<file path="config.mk">
export PLATFORM = sky130hd
export DESIGN_NAME = ddr3_cmd_sequencer
export DESIGN_NICKNAME = d
export VERILOG_FILES = /design/src/rtl/ddr3_cmd_sequencer.sv
export SDC_FILE = /design/constraint.sdc
export NUM_CORES = 1
export LEC_CHECK = 0
export CORE_MARGIN = 2
export CORE_UTILIZATION = 40
export DETAILED_ROUTE_END_ITERATION = 10
export DONT_BUFFER_PORTS = 1
export PLACE_DENSITY_LB_ADDON = 0.1
export SYNTH_ARGS = -nofsm -noshare
export SYNTH_HDL_FRONTEND = slang
export SYNTH_SLANG_ARGS = --single-unit
</file>
<file path="constraint.sdc">
create_clock -name CLK -period 7.8 [get_ports CLK]
set_input_delay 2.34 -clock CLK [delete_from_list [all_inputs] [get_ports CLK]]
set_output_delay 2.34 -clock CLK [all_outputs]
set_load 0.02 [all_outputs]
</file>
<file path="src/rtl/ddr3_cmd_sequencer.sv">
// DDR3 command sequencer: turns read/write requests into ACT/PRE/RD/WR command
// sequences with per-bank open-row tracking, and services refresh requests
// (precharge-all if needed, then REF) between accesses.
module ddr3_cmd_sequencer #(
  parameter int unsigned BANKS = 8,
  parameter int unsigned BA_W  = 3,
  parameter int unsigned ROW_W = 15,
  parameter int unsigned COL_W = 10,
  parameter int unsigned T_RCD = 3,
  parameter int unsigned T_RP  = 3,
  parameter int unsigned T_RFC = 20
) (
  input  logic              CLK,
  input  logic              RESET,
  input  logic              REQ_VALID,
  output logic              REQ_READY,
  input  logic              REQ_WR,
  input  logic              REQ_AP,
  input  logic [BA_W-1:0]   REQ_BA,
  input  logic [ROW_W-1:0]  REQ_ROW,
  input  logic [COL_W-1:0]  REQ_COL,
  input  logic              REF_REQ,
  output logic              REF_ACK,
  output logic              CS,
  output logic              RAS,
  output logic              CAS,
  output logic              WE,
  output logic [ROW_W-1:0]  Addr_out,
  output logic [BA_W-1:0]   BA_out,
  output logic [BANKS-1:0]  OPEN_BANKS
);

  localparam int unsigned CntW = 16;
  localparam logic [CntW-1:0] RcdLd = CntW'(T_RCD - 1);
  localparam logic [CntW-1:0] RpLd  = CntW'(T_RP - 1);
  localparam logic [CntW-1:0] RfcLd = CntW'(T_RFC - 1);
  localparam logic [CntW-1:0] CntOne = CntW'(1);

  // {CS,RAS,CAS,WE}
  localparam logic [3:0] CmdNop    = 4'b0111;
  localparam logic [3:0] CmdAct    = 4'b0011;
  localparam logic [3:0] CmdRd     = 4'b0101;
  localparam logic [3:0] CmdWr     = 4'b0100;
  localparam logic [3:0] CmdPre    = 4'b0010;
  localparam logic [3:0] CmdRef    = 4'b0001;
  localparam logic [3:0] CmdDesel  = 4'b1111;

  typedef enum logic [3:0] {
    StIdle, StPre, StPreWait, StAct, StActWait, StRdWr, StApWait,
    StPrea, StPreaWait, StRef, StRefWait
  } state_e;

  state_e           state_q, state_d;
  logic [CntW-1:0]  cnt_q, cnt_d;

  logic [BANKS-1:0] open_q, open_d;
  logic [ROW_W-1:0] row_q [BANKS];
  logic [ROW_W-1:0] row_d [BANKS];
  logic             pend_q, pend_d;
  logic             ack_q, ack_d;
  logic [3:0]       cmd_q, cmd_d;
  logic [ROW_W-1:0] addr_q, addr_d;
  logic [BA_W-1:0]  ba_q, ba_d;

  logic             req_wr_q, req_wr_d;
  logic             req_ap_q, req_ap_d;
  logic [BA_W-1:0]  req_ba_q, req_ba_d;
  logic [ROW_W-1:0] req_row_q, req_row_d;
  logic [COL_W-1:0] req_col_q, req_col_d;

  logic             in_idle, ref_pend, accept, hit, any_open;
  logic             eff_wr, eff_ap;
  logic [BA_W-1:0]  eff_ba;
  logic [ROW_W-1:0] eff_row;
  logic [COL_W-1:0] eff_col;

  // A REF_REQ arriving in an idle cycle already blocks acceptance that cycle.
  assign in_idle   = (state_q == StIdle);
  assign ref_pend  = pend_q | REF_REQ;
  assign REQ_READY = RESET & in_idle & ~ref_pend;
  assign accept    = REQ_VALID & REQ_READY;
  assign hit       = open_q[REQ_BA] && (row_q[REQ_BA] == REQ_ROW);
  assign any_open  = |open_q;

  // Request fields come straight from the inputs on the accept cycle, else from the capture.
  assign eff_wr  = in_idle ? REQ_WR  : req_wr_q;
  assign eff_ap  = in_idle ? REQ_AP  : req_ap_q;
  assign eff_ba  = in_idle ? REQ_BA  : req_ba_q;
  assign eff_row = in_idle ? REQ_ROW : req_row_q;
  assign eff_col = in_idle ? REQ_COL : req_col_q;

  assign {CS, RAS, CAS, WE} = cmd_q;
  assign Addr_out   = addr_q;
  assign BA_out     = ba_q;
  assign REF_ACK    = ack_q;
  assign OPEN_BANKS = open_q;

  // FSM state and wait counter register
  always_ff @(posedge CLK) begin
    if (!RESET) begin
      state_q <= StIdle;
      cnt_q   <= '0;
    end else begin
      state_q <= state_d;
      cnt_q   <= cnt_d;
    end
  end

  // Next-state: each command state lasts one cycle, waits count down to zero
  always_comb begin
    state_d = state_q;
    cnt_d   = cnt_q;
    unique case (state_q)
      StIdle: begin
        if (ref_pend) begin
          if (any_open) begin
            state_d = StPrea;
            cnt_d   = RpLd;
          end else begin
            state_d = StRef;
            cnt_d   = RfcLd;
          end
        end else if (REQ_VALID) begin
          if (hit) begin
            state_d = StRdWr;
          end else if (open_q[REQ_BA]) begin
            state_d = StPre;
            cnt_d   = RpLd;
          end else begin
            state_d = StAct;
            cnt_d   = RcdLd;
          end
        end
      end
      StPre, StPreWait: begin
        if (cnt_q == '0) begin
          state_d = StAct;
          cnt_d   = RcdLd;
        end else begin
          state_d = StPreWait;
          cnt_d   = cnt_q - CntOne;
        end
      end
      StAct, StActWait: begin
        if (cnt_q == '0) begin
          state_d = StRdWr;
        end else begin
          state_d = StActWait;
          cnt_d   = cnt_q - CntOne;
        end
      end
      StRdWr: begin
        if (req_ap_q) begin
          state_d = StApWait;
          cnt_d   = RpLd;
        end else begin
          state_d = StIdle;
        end
      end
      StApWait: begin
        if (cnt_q == '0) state_d = StIdle;
        else             cnt_d   = cnt_q - CntOne;
      end
      StPrea, StPreaWait: begin
        if (cnt_q == '0) begin
          state_d = StRef;
          cnt_d   = RfcLd;
        end else begin
          state_d = StPreaWait;
          cnt_d   = cnt_q - CntOne;
        end
      end
      StRef, StRefWait: begin
        if (cnt_q == '0) begin
          state_d = StIdle;
        end else begin
          state_d = StRefWait;
          cnt_d   = cnt_q - CntOne;
        end
      end
      default: state_d = StIdle;
    endcase
  end

  // Outputs: the command is chosen by the state being entered, so it is on the pins in that state
  always_comb begin
    cmd_d     = CmdNop;
    addr_d    = '0;
    ba_d      = '0;
    open_d    = open_q;
    row_d     = row_q;
    ack_d     = 1'b0;
    pend_d    = pend_q | REF_REQ;
    req_wr_d  = accept ? REQ_WR  : req_wr_q;
    req_ap_d  = accept ? REQ_AP  : req_ap_q;
    req_ba_d  = accept ? REQ_BA  : req_ba_q;
    req_row_d = accept ? REQ_ROW : req_row_q;
    req_col_d = accept ? REQ_COL : req_col_q;
    unique case (state_d)
      StPre: begin
        cmd_d          = CmdPre;
        ba_d           = eff_ba;
        open_d[eff_ba] = 1'b0;
      end
      StAct: begin
        cmd_d          = CmdAct;
        ba_d           = eff_ba;
        addr_d         = eff_row;
        open_d[eff_ba] = 1'b1;
        row_d[eff_ba]  = eff_row;
      end
      StRdWr: begin
        cmd_d               = eff_wr ? CmdWr : CmdRd;
        ba_d                = eff_ba;
        addr_d[COL_W-1:0]   = eff_col;
        addr_d[10]          = eff_ap;
        addr_d[12]          = 1'b1;  // BL8
        if (eff_ap) open_d[eff_ba] = 1'b0;
      end
      StPrea: begin
        cmd_d      = CmdPre;
        addr_d[10] = 1'b1;  // precharge all
        open_d     = '0;
      end
      StRef: cmd_d = CmdRef;
      default: ;
    endcase
    if ((state_q == StRef || state_q == StRefWait) && cnt_q == '0) begin
      ack_d  = 1'b1;
      pend_d = REF_REQ;
    end
  end

  // Registered command pins, bank tracking and captured request
  always_ff @(posedge CLK) begin
    if (!RESET) begin
      cmd_q     <= CmdDesel;
      addr_q    <= '0;
      ba_q      <= '0;
      open_q    <= '0;
      for (int i = 0; i < int'(BANKS); i++) row_q[i] <= '0;
      pend_q    <= 1'b0;
      ack_q     <= 1'b0;
      req_wr_q  <= 1'b0;
      req_ap_q  <= 1'b0;
      req_ba_q  <= '0;
      req_row_q <= '0;
      req_col_q <= '0;
    end else begin
      cmd_q     <= cmd_d;
      addr_q    <= addr_d;
      ba_q      <= ba_d;
      open_q    <= open_d;
      row_q     <= row_d;
      pend_q    <= pend_d;
      ack_q     <= ack_d;
      req_wr_q  <= req_wr_d;
      req_ap_q  <= req_ap_d;
      req_ba_q  <= req_ba_d;
      req_row_q <= req_row_d;
      req_col_q <= req_col_d;
    end
  end

endmodule

</file>
Word-level counts from Yosys, hierarchy flattened

Index checks and enable logic that the tools add are counted.

Register bits after elaboration: 202
Input bits: 34
Output and inout bits: 32

Add/sub/neg operators: 1
Order comparisons: 6
Eq/ne operators: 21
Mux-type cells: 45
Bitwise gates (word level): 10
Reductions and logical operators: 21

Operator list:

| cell                  | number |
|---|---|
| $bwmux 120            | 1 |
| $mux 16               | 7 |
| $pmux 16 s5           | 1 |
| $mux 15               | 4 |
| $bmux 15 s3           | 1 |
| $demux 15 s3          | 1 |
| $pmux 8 s4            | 1 |
| $pmux 4 s7            | 1 |
| $eq 4x3->1 const B    | 6 |
| $mux 4                | 5 |
| $pmux 10 s2           | 1 |
| $eq 4x4->1 const B    | 4 |
| $logic_not 16->1      | 1 |
| $sub 16x1->16 const B | 1 |
| $eq 15x15->1          | 1 |
| $eq 4x2->1 const B    | 3 |
| $pmux 3 s4            | 1 |
| $mux 1                | 10 |
| $mux 10               | 1 |
| $reduce_or 2->1       | 5 |
| $mux 3                | 3 |
| $and 8x8->8           | 1 |
| $eq 4x1->1 const B    | 2 |
| $ge 4x4->1 const B    | 2 |
| other kinds (29)      | 40 |

Depth between registers and ports, before layout

Gate-level depths: netlist of the first run.

Depth after elaboration: 13
Depth in mapped cells: 15
Gate-level depth less buffers: 11

Worst setup path after synthesis of the first run

No wires, ideal clock.

Path type: input port to output port
Start: in REF_REQ
End: out REQ_READY
Data arrival time: 2.968 ns
Data required time: 5.460 ns
Slack: 2.492 ns
Cell stages on the path: 2
Buffers on the path: 0
Cell sequence: or2_2 nor2_1

Longest elaborated chain between the ends: 3

Ends and longest elaborated chain:

| what               | RTL line | text |
|---|---|---|
| start: declaration | 22       | `input logic REF_REQ,` |
| $or 1x1->1         | 79       | `assign ref_pend = pend_q \| REF_REQ;` |
| $not 1->1          | 80       | `assign REQ_READY = RESET & in_idle & ~ref_pend;` |
| $and 1x1->1        | 80       |  |
| end: declaration   | 16       | `output logic REQ_READY,` |

Every way passes these cells.

Worst setup path after layout of the first run

Same ends and word-level chain as after synthesis.

==> results of run 1 <==
==> cells in the mapped netlist, types with 3 or more instances <==
| library cell | instances | area (µm²) |
|---|---|---|
| dfxtp_1 | 202 | 4044 |
| mux2i_1 | 171 | 1712 |
| nor2_1 | 153 | 574.3 |
| nand2_1 | 148 | 555.5 |
| o21ai_0 | 54 | 270.3 |
| clkbuf_1 | 46 | 172.7 |
| nand3_1 | 30 | 150.1 |
| inv_1 | 18 | 67.56 |
| mux4_2 | 16 | 360.4 |
| a21oi_1 | 14 | 70.07 |
| buf_6 | 14 | 157.7 |
| xor2_1 | 14 | 122.6 |
| a22oi_1 | 13 | 97.59 |
| o21ai_1 | 13 | 65.06 |
| nor3_1 | 12 | 60.06 |
| a211oi_1 | 8 | 60.06 |
| buf_1 | 8 | 30.03 |
| nor4_1 | 8 | 50.05 |
| o211ai_4 | 8 | 170.2 |
| o22ai_1 | 8 | 50.05 |
| o31ai_1 | 8 | 60.06 |
| a31oi_1 | 6 | 37.54 |
| and2_1 | 6 | 37.54 |
| nand3b_1 | 6 | 45.04 |
| nand4_1 | 6 | 37.54 |
| nor2b_1 | 6 | 37.54 |
| o41ai_1 | 6 | 52.55 |
| or3_1 | 6 | 37.54 |
| or4_1 | 6 | 45.04 |
| nand2b_1 | 5 | 31.28 |
| o211ai_1 | 5 | 37.54 |
| and3_1 | 4 | 25.02 |
| o21a_1 | 4 | 30.03 |
| a21bo_1 | 3 | 30.03 |
| buf_2 | 3 | 15.01 |
| buf_4 | 3 | 22.52 |
==> how the worst max path moves through the flow <==
| stage | from | endpoint | slack, ps | depth (start not counted) |
|---|---|---|---|---|
| 2_1_floorplan | REF_REQ | REQ_READY | 2490 | 2 |
| 3_3_place_gp | REQ_BA[2] | OPEN_BANKS[6]$_SDFFE_PN0P_ | 1940 | 9 |
| 3_5_place_dp | REQ_BA[1] | row_q[51]$_SDFFE_PN0P_ | 1970 | 9 |
| 4_1_cts | REF_REQ | REQ_READY | 2430 | 2 |
| 5_1_grt | REQ_BA[2] | row_q[25]$_SDFFE_PN0P_ | 2280 | 9 |
| 6_report | REF_REQ | REQ_READY | 2430 | 2 |
==> registers in the layout, summed over array words and instances (netlist names) <==
signal,count
cnt_q,16
req_ba_q,3
REF_ACK,1
row_q,120
cmd_q,4
BA_out,3
req_row_q,15
pend_q,1
req_wr_q,1
OPEN_BANKS,8
Addr_out,15
req_ap_q,1
state_q,4
req_col_q,10
==> metal layers <==
layer	vias up	global-route usage, %	share of wire (%)
met1	3689	30.49	49
met5	-	0	0
met4	0	5.804	2.6
met3	43	2.763	4.2
met2	182	32.76	44
li1	3723	-	-
==> logic make-up after synthesis <==
kind of cell | after synthesis
AOI/OAI and AO/OA | 172
and+or+nand+nor | 406
adders and majority gates | 3
buffers and inverters | 93
xor gates and xnor gates | 15
DFF | 202
muxes | 189
==> power by group <==
group | switching [mW] | internal, mW | total (mW) | leakage [nW]
sequential | 0.169 | 1.15 | 1.32 | 1.63
combinational | 1.13 | 0.536 | 1.67 | 2.70
clock | 0.440 | 0.680 | 1.12 | 0.391
total | 1.74 | 2.37 | 4.11 | 4.72
==> area by class of cell <==
class,instances,share of cell area (%)
Timing Repair Buffer,7,0.4919
Sequential cell,202,37.85
Multi-Input combinational cell,785,49.82
Inverter,18,0.6441
Clock buffer,34,6.441
Tap cell,324,3.794
Clock inverter,7,0.9603
==> through the flow <==
step | std cells | util [%] | hold WS, ps | setup slack [ps] | instance area (µm²)
floorplan | 1080 | - | 435.3 | 2492 | 9836
global placement | 1336 | 40.80 | 444.3 | 1936 | 9893
detailed placement | 1336 | 40.80 | 449.9 | 1965 | 9893
CTS | 1377 | 44.06 | 458.3 | 2428 | 10680
global route | 1377 | 44.06 | 479.1 | 2278 | 10680
finish | 1377 | 44.06 | 457.3 | 2434 | 10680
==> flow_summary.json, run 1 <==
{
  "status": "finished clean",
  "cts_buffers": 24,
  "synthMuxAreaShare_pct": 21.60,
  "min_path_type": "flop to flop",
  "fin_skew_ps": 14.42,
  "p_total_mw": 4.110,
  "die_w_um": 160.8,
  "leakagePower_nw": 4.720,
  "final_nets": 1073,
  "vias": 7637,
  "track_usage_pct": 20.98,
  "worstPathArrival_ps": 3030,
  "dieArea_mm2": 0.02586,
  "io_buffers": 0,
  "yosys.area_share.simple_pct": 18.09,
  "critPathLaunchType": "input port",
  "h-tree-depth": 1,
  "cts_setup_buffers": 0,
  "drive_gt1_share_pct": 7.692,
  "syn2layout_area_growth_pct": 8.625,
  "grt_pass1_vias": 7277,
  "critPathMaxStageDelay_ps": 340,
  "cts_sinks": 202,
  "end_kind": "output pin",
  "slew_headroom_pct": 28.88,
  "synthArstFlopShare_pct": 0,
  "synth_warnings": 0,
  "vias_per_cell": 5.546,
  "final_hold_viol_count": 0,
  "grt_overflow_total": 0,
  "drc": 0,
  "fin_crit_ps": 5366,
  "rows": 57,
  "ir_worst_vdd_v": 0.0002209,
  "min-delay-start": "req_row_q[11]$_SDFFE_PN0P_",
  "hold_path_depth": 2,
  "die_y_um": 160.8,
  "timing.rr.start": "state_q[1]$_SDFF_PN0_",
  "yosysSeqAreaShare_pct": 41.11,
  "ff_latch_area_mm2": 0.004044,
  "final.setup.tns_ps": 0,
  "synth_compound_area_share_pct": 12.64,
  "clk_latency_ps": 520,
  "grt_pass1_wl_um": 42720,
  "r2r_cells": 11,
  "cts_tree": "done",
  "final_common_cell": "dfxtp_1",
  "ios": 66,
  "core_mm2": 0.02425,
  "slew_viol_final": 0,
  "r2r-end": "OPEN_BANKS[6]$_SDFFE_PN0P_",
  "crit_type": "input port to output pin",
  "gp_congestion": 0.8270,
  "path_cells": "or2_2 > nor2_1",
  "cts_resized": 0,
  "ys_types": 64,
  "critical_path.max_fanout": 5,
  "syn_area_mm2": 0.009836,
  "detail-route-antenna-nets": 0,
  "synth_top_family_by_area": "multiplexers",
  "root_buffer": "clkbuf_16",
  "fillers": 2357,
  "post_drt_wl_per_cell_um": 19.72,
  "hold_end": "req_row_q[11]$_SDFFE_PN0P_",
  "cap_violations": 0,
  "synth_cells": 1080,
  "multi_input_area_mm2": 0.005323,
  "slowest_stage": "or2_2",
  "max_freq_mhz": 186.3,
  "synth-edff-count": 0,
  "start_util_pct": 40.56,
  "firstDrtPassIters": 8,
  "drt_iter0_drc": 622,
  "synth_xor_area_share_pct": 1.336,
  "ctsHoldBuffers": 0,
  "synth.avg_cell_area_um2": 9.107,
  "synth_ff_type": "dfxtp_1",
  "cp_top_family": "simple AND/OR/NAND/NOR gates",
  "antennaDiodeCount": 0,
  "cellPowerDensity_mw_per_mm2": 384.7,
  "rsz0062_at_grt": "false",
  "clk_pin_slew_ps": 60,
  "clock_path_buffers": 3,
  "cp_num_buf_inv": 0,
  "most-common-layout-cells": "dfxtp_1, mux2i_1, nor2_1, nand2_1, o21ai_0",
  "antenna_found_initial": 0,
  "synth_adder_area_share_pct": 0.3307,
  "max_slew.worst_pin.slew_ps": 1053,
  "rrSetupSlack_ps": 3180,
  "grt_start_max_net_pins": 104,
  "postRouteWirelength_um": 27160,
  "synth-seq-cells": 202,
  "finalCritPeriodShare_pct": 68.80,
  "dp_hpwl_um": 17720,
  "setup_viol": 0,
  "required_ps": 5460,
  "synth.net_count": 1115
}
Power figures use the tool's default switching activity.
==> run 2: changes to the inputs <==
==> constraint.sdc (replaced) <==
create_clock -name CLK -period 5.5 [get_ports CLK]
set_input_delay 1.65 -clock CLK [delete_from_list [all_inputs] [get_ports CLK]]
set_output_delay 1.65 -clock CLK [all_outputs]
set_load 0.02 [all_outputs]
==> run 2 against run 1 <==
Effect of this change:
- register-to-register slack worse by 1900 ps
- core utilization is 0.33 points higher
- hold slack better by 1.8 ps
- first-iteration DRC count is 0.64% lower
- power is 41% higher
- non-clock buffer count is 15 higher
- global-route usage is 0.26 points higher
- sequential share of layout area is 0.28 points lower
- critical endpoint is now OPEN_BANKS[1]$_SDFFE_PN0P_
- largest cell class unchanged
- largest power group unchanged
- highest routed layer unchanged
==> flow_summary.json, run 2 (synthesized netlist as in run 1, its figures left out) <==
{
  "multi_input_area_mm2": 0.005323,
  "crit_type": "input port to flop",
  "final.setup.tns_ps": 0,
  "ir_worst_vdd_v": 0.0003433,
  "intPower_mw": 3.301,
  "required_ps": 5900,
  "pwr-share-clk_pct": 25.4,
  "whs_ps": 459.2,
  "cts_tree": "done",
  "final_hold_viol_count": 0,
  "final_nets": 1087,
  "drc": 0,
  "post_drt_wl_per_cell_um": 19.88,
  "largestRegisters": "row_q: 120 flops, cnt_q: 16 flops",
  "drt_iter0_drc": 618,
  "most-common-layout-cells": "dfxtp_1, mux2i_1, nor2_1, nand2_1, o21ai_0",
  "ctsHoldBuffers": 0,
  "antenna_found_initial": 0,
  "drive_gt1_share_pct": 8.989,
  "slew_viol_final": 0,
  "placed_area_mm2": 0.01004,
  "grt_pass1_vias": 7243,
  "status": "finished clean",
  "p_total_mw": 5.789,
  "gp_congestion": 0.8096,
  "rsz0062_at_grt": "false",
  "io_buffers": 0,
  "fin_crit_ps": 4444,
  "die_w_um": 160.8,
  "cts_resized": 0,
  "setup_viol": 0,
  "finalCritPeriodShare_pct": 80.80,
  "critPathLaunchType": "input port",
  "ff_latch_area_mm2": 0.004044,
  "cap_violations": 0,
  "final_common_cell": "dfxtp_1",
  "swShare_pct": 42.99,
  "leakagePower_nw": 4.776,
  "critical_path.max_fanout": 42,
  "grt_start_max_net_pins": 72,
  "clock_path_buffers": 3,
  "min_path_type": "flop to flop",
  "start_util_pct": 40.56,
  "dp_hpwl_um": 18320,
  "largest_reg_flops": 120,
  "finalInstanceArea_mm2": 0.01076,
  "end_kind": "flop",
  "slew_headroom_pct": 27.08,
  "rows": 57,
  "fin_skew_ps": 26.36,
  "cts_sinks": 202,
  "grt_overflow_total": 0,
  "antennaDiodeCount": 0,
  "dieArea_mm2": 0.02586,
  "detail-route-antenna-nets": 0,
  "cts_buffers": 23,
  "grt_pass1_wl_um": 43220,
  "die_y_um": 160.8,
  "track_usage_pct": 21.23,
  "cellPowerDensity_mw_per_mm2": 537.9,
  "worstPathArrival_ps": 4850,
  "ios": 66,
  "max_freq_mhz": 225.0,
  "top_register": "row_q",
  "core_mm2": 0.02425,
  "vias": 7629,
  "comb_power_share_pct": 42.3,
  "clk_latency_ps": 530,
  "max_slew.worst_pin.slew_ps": 1080,
  "fillers": 2419,
  "h-tree-depth": 1,
  "root_buffer": "clkbuf_16",
  "clk_pin_slew_ps": 60,
  "syn2layout_area_growth_pct": 9.426,
  "vias_per_cell": 5.481,
  "postRouteWirelength_um": 27680,
  "pwr-share-seq_pct": 32.3,
  "switching_power_mw": 2.489,
  "firstDrtPassIters": 8,
  "cts_setup_buffers": 0
}
[run 2: cell types whose count changed in the layout (fill, tap and decap cells not counted), moves of 2 or more]
cell / before / now
buf_12: 0 / 3
clkinv_2: 4 / 6
buf_4: 7 / 19
bufinv_16: 2 / 0
[run 2: cell type report]
type | count | area share [%]
clock buffers | 34 | 6.289
clock inverters | 7 | 0.3953
inverters | 18 | 0.6394
multi-input cells | 785 | 49.45
flip-flops and latches | 202 | 37.57
well taps | 324 | 3.767
repair buffers | 22 | 1.883
[run 2: worst paths after layout]
kind                        startpoint                    endpoint  slack, ps  cells past startpoint
max                          REQ_BA[1]  OPEN_BANKS[1]$_SDFFE_PN0P_       1060                      9
min reg2reg  req_row_q[8]$_SDFFE_PN0P_   req_row_q[8]$_SDFFE_PN0P_        460                      2
min          req_row_q[8]$_SDFFE_PN0P_   req_row_q[8]$_SDFFE_PN0P_        460                      2
max reg2reg      cnt_q[0]$_SDFFE_PN0P_  OPEN_BANKS[1]$_SDFFE_PN0P_       1310                     13
[run 2: power by group through the flow]
stage,clock (mW),sequential (mW),combinational (mW)
finish,1.47,1.87,2.45
global route,1.57,1.89,2.69
CTS,1.50,1.87,2.45
detailed placement,0,1.90,2.43
global placement,0,1.90,2.46
floorplan,0,1.80,1.85
[run 2: through the flow]
stage | util [%] | setup slack (ps) | instances
6_report | 44.39 | 1056 | 1392
5_1_grt | 44.39 | 828.5 | 1392
4_1_cts | 44.39 | 1099 | 1392
3_5_place_dp | 41.42 | 565.8 | 1351
3_3_place_gp | 41.42 | 568.3 | 1351
2_1_floorplan | - | 929.5 | 1080
[run 2: critical path, cell delays in order]
cell     delay (ps)
mux4_1          550
mux2i_1         170
xor2_1          230
nand2_1          80
or4b_1          560
o21a_1          480
o21a_1          650
nand2_1         330
o22ai_1         120
[run 2: per-layer routing]
metal,share of wire [%],GRT usage [%],vias to the layer above
met5,0,0,-
met4,2.2,5.682,0
met3,6.2,3.977,38
met2,44,33.29,200
met1,47,30.09,3633
li1,-,-,3758
==> run 3: changes to the inputs <==
==> constraint.sdc (replaced) <==
create_clock -name CLK -period 3.9 [get_ports CLK]
set_input_delay 1.17 -clock CLK [delete_from_list [all_inputs] [get_ports CLK]]
set_output_delay 1.17 -clock CLK [all_outputs]
set_load 0.02 [all_outputs]
==> run 3 against run 2 <==
Effect of this change:
- final area increased by 5.3%
- routed wire length increased by 0.40%
- non-clock buffer count increased by 43
- global-route usage increased by 0.17 points
- clock skew decreased by 14 ps
- sequential power increased by 38%
- register-to-register slack got worse by 970 ps
- worst setup slack got worse by 900 ps
- power increased by 51%
- clock power increased by 59%
- combinational power increased by 58%
- critical path type unchanged
- largest cell class unchanged
==> flow_summary.json, run 3 (synthesized netlist as in run 1, its figures left out) <==
{
  "postRouteWirelength_um": 27790,
  "whs_ps": 458.9,
  "final.setup.tns_ps": 0,
  "gp_congestion": 0.8034,
  "r2r_cells": 12,
  "start_util_pct": 40.56,
  "final_hold_viol_count": 0,
  "grt_overflow_total": 0,
  "ios": 66,
  "ir_worst_vdd_v": 0.0004160,
  "io_buffers": 0,
  "post_drt_wl_per_cell_um": 19.34,
  "fillers": 2338,
  "dieArea_mm2": 0.02586,
  "top_register": "row_q",
  "end_kind": "flop",
  "min_path_type": "flop to flop",
  "cts_buffers": 24,
  "grt_pass1_vias": 7442,
  "most-common-layout-cells": "dfxtp_1, mux2i_1, nor2_1, nand2_1, buf_4",
  "multi_input_area_mm2": 0.005370,
  "cts_sinks": 202,
  "dp_slack_ps": -339.7,
  "max_freq_mhz": 266.9,
  "syn2layout_area_growth_pct": 15.18,
  "die_w_um": 160.8,
  "setup_viol": 0,
  "drt_iter0_drc": 602,
  "largest_reg_flops": 120,
  "vias_per_cell": 5.470,
  "cts_setup_buffers": 0,
  "grt_pass1_wl_um": 43890,
  "slowest_stage": "or4b_1",
  "cap_violations": 0,
  "ctsHoldBuffers": 0,
  "antennaDiodeCount": 0,
  "postLayoutCoreUtil_pct": 46.72,
  "drc": 0,
  "max_slew.worst_pin.slew_ps": 901.3,
  "grt_start_max_net_pins": 63,
  "finalCritPeriodShare_pct": 96.06,
  "cp-endpoint": "OPEN_BANKS[7]$_SDFFE_PN0P_",
  "required_ps": 4300,
  "cts_resized": 0,
  "r2r-end": "cnt_q[7]$_SDFFE_PN0P_",
  "critPathMaxStageDelay_ps": 600,
  "slew_headroom_pct": 39.13,
  "dp_hpwl_um": 18810,
  "critPathLaunchType": "input port",
  "die_y_um": 160.8,
  "track_usage_pct": 21.40,
  "path_depth": 10,
  "slew_viol_final": 0,
  "h-tree-depth": 1,
  "path_cells": "mux4_1 > mux2i_1 > xor2_1 > nand4_1 > or4b_1 > or3_4 > a221o_1 > buf_4 > a211oi_2 > o22ai_1",
  "cp_top_family": "simple AND/OR/NAND/NOR gates",
  "crit_type": "input port to flop",
  "rsz0062_at_grt": "false",
  "largestRegisters": "row_q: 120 flops, cnt_q: 16 flops",
  "timing.rr.start": "cnt_q[0]$_SDFFE_PN0P_",
  "root_buffer": "clkbuf_16",
  "core_mm2": 0.02425,
  "antenna_found_initial": 0,
  "clock_path_buffers": 3,
  "clk_latency_ps": 520,
  "worstPathArrival_ps": 4150,
  "ff_latch_area_mm2": 0.004044,
  "worstSetupStartpoint": "REQ_BA[1]",
  "setup_ws_ps": 153.6,
  "rows": 57,
  "leakagePower_nw": 5.077,
  "clk_pin_slew_ps": 60,
  "fin_crit_ps": 3746,
  "firstDrtPassIters": 5,
  "fin_skew_ps": 12.43,
  "critical_path.max_fanout": 42,
  "drive_gt1_share_pct": 13.66,
  "rrSetupSlack_ps": 340,
  "detail-route-antenna-nets": 0,
  "cellPowerDensity_mw_per_mm2": 773.7,
  "cts_tree": "done",
  "vias": 7860,
  "status": "finished clean",
  "final_nets": 1131,
  "final_common_cell": "dfxtp_1",
  "cp_num_buf_inv": 1
}
run 3: cell count changes in the layout (fill, tap and decap cells not counted), moves of 3 or more:
cell       previous run  this run
a211oi_1              8         0
a211oi_2              0         8
buf_12                3        10
buf_4                19        55
bufinv_16             0         3
run 3: per-layer routing:
metal	track usage [%]	wire length, µm	vias to the layer above
met1	30.67	13460	3784
met2	33.74	12300	180
met4	6.291	814	0
met5	0	0	-
li1	-	-	3854
met3	2.893	1218	42
run 3: layout make-up:
class	instances	area share (%)
tap	324	3.579
timing repair buffer	65	5.412
multi-input combinational	785	47.40
clock buffer	33	6.042
inverter	18	0.6075
clock inverter	10	1.259
sequential	202	35.70
run 3: worst min-delay path by stage:
stage / from / to / slack [ps] / depth (start not counted)
6_report: req_row_q[13]$_SDFFE_PN0P_ / req_row_q[13]$_SDFFE_PN0P_ / 460 / 2
5_1_grt: req_col_q[0]$_SDFFE_PN0P_ / req_col_q[0]$_SDFFE_PN0P_ / 470 / 2
4_1_cts: req_col_q[8]$_SDFFE_PN0P_ / req_col_q[8]$_SDFFE_PN0P_ / 460 / 2
2_1_floorplan: req_col_q[0]$_SDFFE_PN0P_ / req_col_q[0]$_SDFFE_PN0P_ / 440 / 2
3_5_place_dp: req_col_q[8]$_SDFFE_PN0P_ / req_col_q[8]$_SDFFE_PN0P_ / 450 / 2
3_3_place_gp: req_row_q[8]$_SDFFE_PN0P_ / req_row_q[8]$_SDFFE_PN0P_ / 440 / 2
run 3: where the power goes:
part	switching [mW]	total [mW]	leakage, nW	internal [mW]
Sequential	0.269	2.58	1.63	2.31
Combinational	2.46	3.86	3.04	1.40
Clock	0.901	2.33	0.406	1.43
Total	3.63	8.76	5.08	5.13
run 3: tightest hold or removal path, stage by stage, from the launching register on:
cell and delay [ps]:
dfxtp_1 310, nand2_1 50, o21ai_0 60
run 3: through the flow:
stage               power (mW)  cells  area [µm²]
floorplan                5.270   1080        9947
global placement         6.468   1394       10500
detailed placement       6.462   1394       10500
CTS                      8.818   1437       11330
global route             9.306   1437       11330
finish                   8.765   1437       11330
